===== src/rtl/mem_wb_stage.sv =====
// MEM/WB pipeline register: selects and extracts write-back data, then registers it for the register file.
// Latency: 1 cycle from MEM inputs to WB outputs; RFWr/WrDtAdr/WrDt/wb_valid are combinational from the stage flops.
// Backpressure: stall holds the stage, flush loads a bubble, and instret counts each instruction leaving WB.
module mem_wb_stage (
   input  logic        clk,
   input  logic        rst,
   input  logic        stall,
   input  logic        flush,
   input  logic        in_valid,
   input  logic        in_RegWrite,
   input  logic [1:0]  in_WDSel,
   input  logic [2:0]  in_DMType,
   input  logic [4:0]  in_rd,
   input  logic [31:0] in_alu,
   input  logic [31:0] in_mem,
   input  logic [31:0] in_pc,
   output logic        RFWr,
   output logic [4:0]  WrDtAdr,
   output logic [31:0] WrDt,
   output logic        wb_valid,
   output logic [63:0] instret
);

   // Write-data source encodings
   localparam logic [1:0] WD_ALU  = 2'b00;
   localparam logic [1:0] WD_MEM  = 2'b01;
   localparam logic [1:0] WD_PC4  = 2'b10;

   // Load types (funct3); anything else passes the raw word through
   localparam logic [2:0] DM_LB  = 3'b000;
   localparam logic [2:0] DM_LH  = 3'b001;
   localparam logic [2:0] DM_LW  = 3'b010;
   localparam logic [2:0] DM_LBU = 3'b100;
   localparam logic [2:0] DM_LHU = 3'b101;

   logic        valid_q,    valid_d;
   logic        regwrite_q, regwrite_d;
   logic [4:0]  rd_q,       rd_d;
   logic [31:0] data_q,     data_d;
   logic [63:0] instret_q,  instret_d;

   logic [7:0]  load_byte;
   logic [15:0] load_half;
   logic [31:0] load_val;
   logic [31:0] wdata;
   logic        retire;

   // Pick the addressed byte and halfword out of the aligned memory word
   always_comb begin
      load_byte = in_mem[7:0];
      case (in_alu[1:0])
         2'd0:    load_byte = in_mem[7:0];
         2'd1:    load_byte = in_mem[15:8];
         2'd2:    load_byte = in_mem[23:16];
         default: load_byte = in_mem[31:24];
      endcase
      // Halfword selection ignores address bit 0
      load_half = in_alu[1] ? in_mem[31:16] : in_mem[15:0];
   end

   // Sign/zero extend according to load type; lw and reserved types pass the word unchanged
   always_comb begin
      load_val = in_mem;
      case (in_DMType)
         DM_LB:   load_val = {{24{load_byte[7]}}, load_byte};
         DM_LH:   load_val = {{16{load_half[15]}}, load_half};
         DM_LW:   load_val = in_mem;
         DM_LBU:  load_val = {24'd0, load_byte};
         DM_LHU:  load_val = {16'd0, load_half};
         default: load_val = in_mem;
      endcase
   end

   // Write-data mux ahead of the stage register
   always_comb begin
      wdata = 32'd0;
      case (in_WDSel)
         WD_ALU:  wdata = in_alu;
         WD_MEM:  wdata = load_val;
         WD_PC4:  wdata = in_pc + 32'd4;
         default: wdata = 32'd0;
      endcase
   end

   // Next-state: flush beats stall beats load; the occupant retires whenever it leaves WB
   always_comb begin
      valid_d    = valid_q;
      regwrite_d = regwrite_q;
      rd_d       = rd_q;
      data_d     = data_q;
      retire     = valid_q & (flush | ~stall);
      instret_d  = instret_q + (retire ? 64'd1 : 64'd0);
      if (flush) begin
         valid_d    = 1'b0;
         regwrite_d = 1'b0;
         rd_d       = 5'd0;
         data_d     = 32'd0;
      end else if (!stall) begin
         valid_d    = in_valid;
         regwrite_d = in_RegWrite;
         rd_d       = in_rd;
         data_d     = wdata;
      end
   end

   // Stage registers; reset discards any held instruction without counting it
   always_ff @(posedge clk) begin
      if (rst) begin
         valid_q    <= 1'b0;
         regwrite_q <= 1'b0;
         rd_q       <= 5'd0;
         data_q     <= 32'd0;
         instret_q  <= 64'd0;
      end else begin
         valid_q    <= valid_d;
         regwrite_q <= regwrite_d;
         rd_q       <= rd_d;
         data_q     <= data_d;
         instret_q  <= instret_d;
      end
   end

   // Register-file write port; writes to x0 are suppressed
   always_comb begin
      RFWr     = valid_q & regwrite_q & (rd_q != 5'd0);
      WrDtAdr  = rd_q;
      WrDt     = data_q;
      wb_valid = valid_q;
      instret  = instret_q;
   end

endmodule


===== config.mk =====
export PLATFORM = sky130hd
export DESIGN_NAME = mem_wb_stage
export DESIGN_NICKNAME = d
export VERILOG_FILES = /design/src/rtl/mem_wb_stage.sv
export SDC_FILE = /design/constraint.sdc
export NUM_CORES = 1
export LEC_CHECK = 0
export ABC_CLOCK_PERIOD_IN_PS = 3000
export BUFFER_PORTS_ARGS = -buffer_cell sky130_fd_sc_hd__buf_2
export CAP_MARGIN = 5
export CORE_UTILIZATION = 51
export DETAILED_ROUTE_END_ITERATION = 10
export HOLD_SLACK_MARGIN = 0.1
export PLACE_DENSITY = 0.81
export SYNTH_ARGS = -nofsm -noshare
export SYNTH_HDL_FRONTEND = slang
export SYNTH_SLANG_ARGS = --single-unit
export TNS_END_PERCENT = 5

===== constraint.sdc =====
create_clock -name clk -period 3 [get_ports clk]
set_input_delay 0.15 -clock clk [delete_from_list [all_inputs] [get_ports clk]]
set_output_delay 0.15 -clock clk [all_outputs]
set_load 0.01 [all_outputs]

# ---- After elaboration in Yosys (flattened, before gate mapping)
# Cells that the tools add are included.
dict set report word_totals {
  reg_bits 103
  in_bits 112
  output_inout_bits 103
  elab_cells 29
}
dict set report op_classes {
  add_sub_neg 2
  n_eq_ne 7
  n_mux 5
  bitwise_logic 5
  n_reduce_logical 5
}
# cell count
set op_table {}
lappend op_table {{$pmux 32 s4} 1}
lappend op_table {{$pmux 32 s3} 1}
lappend op_table {{$add 64x1->64} 1}
lappend op_table {{$add 32x3->32 const B} 1}
lappend op_table {{$pmux 8 s3} 1}
lappend op_table {{$mux 16} 1}
lappend op_table {{$eq 3x3->1 const B} 2}
lappend op_table {{$reduce_bool 5->1} 1}
lappend op_table {{$eq 2x1->1 const B} 2}
lappend op_table {{$eq 2x2->1 const B} 2}
lappend op_table {{$logic_not 2->1} 2}
lappend op_table {{$and 1x1->1} 3}
lappend op_table {{$eq 3x1->1 const B} 1}
lappend op_table {{$logic_not 3->1} 1}
lappend op_table {{$reduce_or 2->1} 1}
lappend op_table {{$mux 1} 1}
lappend op_table {{$not 1->1} 1}
lappend op_table {{$or 1x1->1} 1}

# ---- Logic depth before layout (Yosys ltp)
dict set report logic_depth {
  word_depth 5
  ltp_mapped 12
  mapped_depth_nobuf 9
}

# ---- Worst setup path after synthesis
# No wires, ideal clock.
dict set report synth_path {
  path_kind {input -> register}
  from {in stall}
  to {reg instret_q[54] (netlist: instret[54])}
  setup_time_ns 0.070
  t_arrival_ns 2.284
  t_required_ns 2.930
  slack_ns 0.645
  cell_stages 12
  n_path_buf 3
  cell_sequence {clkbuf_1 -> inv_2 -> o21a_1 -> ha_1 -> ha_1 -> and4_1 -> and4_1 -> buf_4 -> nand4_2 -> buf_2 -> or3_1 -> a21oi_1}
}
dict set report synth_between {
  elab_chain_len 5
}
# item line_no
set synth_lines {}
lappend synth_lines {{start, declared} 7} ;# input logic stall,
lappend synth_lines {{$not 1->1} 91} ;# retire = valid_q & (flush | ~stall);
lappend synth_lines {{$or 1x1->1} 91}
lappend synth_lines {{$and 1x1->1} 91}
lappend synth_lines {{$mux 1} 92} ;# instret_d = instret_q + (retire ? 64'd1 : 64'd0);
lappend synth_lines {{$add 64x1->64} 92}
lappend synth_lines {{end signal, assigned} 119} ;# instret_q <= instret_d;
lappend synth_lines {{end, declared} 40} ;# logic [63:0] instret_q, instret_d;
# Every way passes these cells.
# A chain may end at the register's enable or synchronous reset.

# ---- Worst setup path in the final report
dict set report layout_path {
  from {reg valid_q (netlist: wb_valid)}
  to {reg instret_q[62] (netlist: instret[62])}
}
dict set report layout_between {
  elab_chain_len 3
}
# item line_no
set layout_lines {}
lappend layout_lines {{start, declared} 36} ;# logic valid_q, valid_d;
lappend layout_lines {{start signal, assigned} 115} ;# valid_q <= valid_d;
lappend layout_lines {{$and 1x1->1} 91}
lappend layout_lines {{$mux 1} 92}
lappend layout_lines {{$add 64x1->64} 92}
# Every way passes these cells.

==> run summary <==
count of antenna-violating nets left after detailed routing: 0
share of power burned in the clock network: 39.6%
DR pass1 iterations: 5
aggregate global routing overflow: 0
type of the tightest min-delay check: input port to flop
clk root buf: sky130_fd_sc_hd__clkbuf_16
PostCTS Resize Cnt: 0
adder and majority gate portion of the synthesized area: 0.597%
total CTS buffers: 9
max-capacitance violation count: 0
maximum clock frequency: 395 MHz
number of synthesized register bits: 103
die width: 113 µm
worst rel slew slack: 31.7%
number of buffers inserted to repair setup after CTS: 0
Crit. End Element: flop
number of remaining DRC errors: 0
fraction of the mapped netlist area in compound gates: 20.8%
setup TNS after final layout: 0 ns
CTS tree: yes
filler cell count: 1026
Worst VDD drop: 301 µV
fraction of final layout cells with drive strength greater than 1: 27.1%
Place WS: 0.424 ns
final weighted congestion in routability-driven placement: 0.932
detailed-route wire length per cell: 17.9 µm
setup repair after global routing missed its margin: no
Mapped Cells: 781
overall power consumption: 3.02 mW
post-route worst setup slack: 0.470 ns
YS warnings: 0
global-route wire length before repair: 31.5 mm
proportion of synthesized chip area in sequential cells: 32.8%
site row count: 40
number of different library cells in the post-synthesis netlist: 70
count of final max-slew check failures: 0
Setup CP Type: flop to flop
post-synthesis share of cell area spent on xor and xnor gates: 7.80%
Max FO, Critical Path: 17
Clk Latency, worst-skew pair: 0.36 ns
CP Launch Type: flop
switching power total: 873 µW
quantity of I/O buffers inserted on ports: 214
nets: 1096
hold violation count in the final report: 0
Sw Ratio: 29.0%
post-synthesis simple-gate area fraction: 29.7%
Mapped Avg Cell Area: 8.05 µm²
pin count of the biggest net entering global routing: 69
power density over the cells: 384 nW/µm²
skew final: 0.0117 ns
sequential power share: 46.1%
Primary FF master, synth: sky130_fd_sc_hd__dfxtp_1
starting utilization of the core area: 52.3%
vias per cell: 6.21
detailed placement HPWL: 14.9 mm
CTS sink cnt: 103
growth of design area from synthesis to finish: 24.8%
vertical die dimension: 113 µm
via count of the first global-routing pass: 6287
relative contribution of combinational cells to total power: 14.2%
mapped cell area: 6290 µm²
Post-synth EDFFs: 0
register clock-pin slew on the reported worst setup and hold paths: 0.07 ns
share of flip-flops with an asynchronous set or reset: 0%
number of DRC violations after detailed-routing iteration 0: 775
leakage: 3.26 nW
overall fraction of global-route tracks in use: 31.0%
I/O Pins: 215
mux contribution to synthesized area: 4.02%
clock period minus final worst setup slack: 2.53 ns
antenna violations before repair: 2
floorplan core area: 12000 µm²
run status: finished clean
largest buffer count on any clock path: 2
placed cells: 1104
number of nets in the synthesized netlist: 896
CTS H-tree lvls: 3
data arrival time at the worst-slack endpoint: 2.81 ns
cts hold-fix bufs: 12
final routed wirelength across all metal layers: 20.4 mm
final standard cell count with taps included and fillers excluded: 1134
area enclosed by the die boundary: 12800 µm²
Worst Max-Slew Pin Slew: 1.02 ns
post-route clock period utilization: 84.3%
internal power consumption: 2.14 mW
overall via count from detail_route: 7047
largest family of logic cells by synthesized area: simple AND/OR/NAND/NOR gates
number of endpoints failing setup at the final stage: 0
Crit path required time: 3.28 ns
## path summary, 6_finish.rpt
path	from	endpoint	slack [ns]	cells after the start
setup / recovery	wb_valid	instret[62]	0.47	8
hold / removal	in_alu[25]	WrDt[25]	0.12	3
setup reg to reg	wb_valid	instret[62]	0.47	8
hold reg to reg	instret[63]	instret[63]	0.49	2
## worst max-delay path, stage by stage, from the launching register on
cell                      delay [ns]
sky130_fd_sc_hd__dfxtp_1        0.38
sky130_fd_sc_hd__o21a_1         0.14
sky130_fd_sc_hd__ha_1           0.21
sky130_fd_sc_hd__ha_1           0.24
sky130_fd_sc_hd__and4_1         0.27
sky130_fd_sc_hd__and4_1         0.26
sky130_fd_sc_hd__nand4_2        0.33
sky130_fd_sc_hd__or3_1          0.47
sky130_fd_sc_hd__a21oi_1        0.15
## synth_stat cells, types with 7 or more instances
library cell	count	area [µm²]
sky130_fd_sc_hd__nand4_1	34	213
sky130_fd_sc_hd__a22oi_1	7	52.6
sky130_fd_sc_hd__and4_1	13	114
sky130_fd_sc_hd__nor3_1	12	60.1
sky130_fd_sc_hd__nor4_1	11	68.8
sky130_fd_sc_hd__o31ai_1	12	90.1
sky130_fd_sc_hd__or4_1	12	90.1
sky130_fd_sc_hd__o21ai_1	7	35.0
sky130_fd_sc_hd__a211oi_1	13	97.6
sky130_fd_sc_hd__clkbuf_1	31	116
sky130_fd_sc_hd__a21oi_1	48	240
sky130_fd_sc_hd__nand3_1	48	240
sky130_fd_sc_hd__o221ai_1	8	70.1
sky130_fd_sc_hd__nand2_1	69	259
sky130_fd_sc_hd__dfxtp_1	103	2060
sky130_fd_sc_hd__and3_1	10	62.6
sky130_fd_sc_hd__a31oi_1	13	81.3
sky130_fd_sc_hd__o21ai_0	24	120
sky130_fd_sc_hd__nand2b_1	8	50.1
sky130_fd_sc_hd__mux2i_1	14	140
sky130_fd_sc_hd__inv_1	16	60.1
sky130_fd_sc_hd__xnor2_1	20	175
sky130_fd_sc_hd__nor2b_1	9	56.3
sky130_fd_sc_hd__and2_1	8	50.1
sky130_fd_sc_hd__buf_1	8	30.0
sky130_fd_sc_hd__a222oi_1	10	100
sky130_fd_sc_hd__or3_1	17	106
sky130_fd_sc_hd__nor2_1	68	255
sky130_fd_sc_hd__o31a_1	8	70.1
sky130_fd_sc_hd__mux2_2	7	78.8
sky130_fd_sc_hd__xor2_1	36	315
## area by class of cell
cell class,count,area [µm²],area share [%]
antenna,1,2.50,0.0319
tap,147,184,2.34
inverter,17,63.8,0.813
clock buffer,9,225,2.87
clock inverter,7,71.3,0.909
sequential,103,2060,26.3
multi-input combinational,613,3960,50.5
timing repair buffer,237,1280,16.3
## placed cells by master (no fill, tap or decap), types with 17 or more instances in the layout
| cell | synthesis | final |
|---|---|---|
| sky130_fd_sc_hd__o21ai_0 | 24 | 24 |
| sky130_fd_sc_hd__or3_1 | 17 | 17 |
| sky130_fd_sc_hd__xnor2_1 | 20 | 20 |
| sky130_fd_sc_hd__nor2_1 | 68 | 68 |
| sky130_fd_sc_hd__dfxtp_1 | 103 | 103 |
| sky130_fd_sc_hd__xor2_1 | 36 | 36 |
| sky130_fd_sc_hd__nand2_1 | 69 | 69 |
| sky130_fd_sc_hd__nand3_1 | 48 | 48 |
| sky130_fd_sc_hd__a21oi_1 | 48 | 48 |
| sky130_fd_sc_hd__nand4_1 | 34 | 34 |
| sky130_fd_sc_hd__buf_2 | 5 | 214 |
## cell families after synthesis
kind of cell	Yosys count
compound gates	191
xor+xnor	56
fa+ha+maj	3
buf+inv	65
flops	103
mux	23
simple gates	340
## layer usage
metal,GRT usage (%),part of all wire [%],up-vias
met4,13.2,2.7,2
met3,6.70,9.0,44
met1,42.1,43,3312
met5,0,0.054,-
met2,47.6,45,355
li1,-,-,3334
## sequential cells by signal, summed over array words and instances (netlist names)
| name | cells |
|---|---|
| instret | 64 |
| WrDt | 32 |
| WrDtAdr | 5 |
| regwrite_q | 1 |
| wb_valid | 1 |
## power by group through the flow
stage	logic [mW]	registers (mW)	clock network [mW]
5_1_grt	0.457	1.39	1.26
3_5_place_dp	0.401	1.42	0
2_1_floorplan	0.217	1.43	0
3_3_place_gp	0.398	1.42	0
6_report	0.429	1.39	1.20
4_1_cts	0.415	1.39	1.21
## through the flow
step,hold WS [ns],util (%),instance area [µm²]
after floorplan,0.291,-,6290
after global placement,0.377,61.8,7420
after detailed placement,0.389,61.8,7420
after CTS,0.109,65.2,7840
after global routing,0.130,65.3,7850
final,0.119,65.3,7850
No activity file was read; power rests on OpenSTA's default activity.
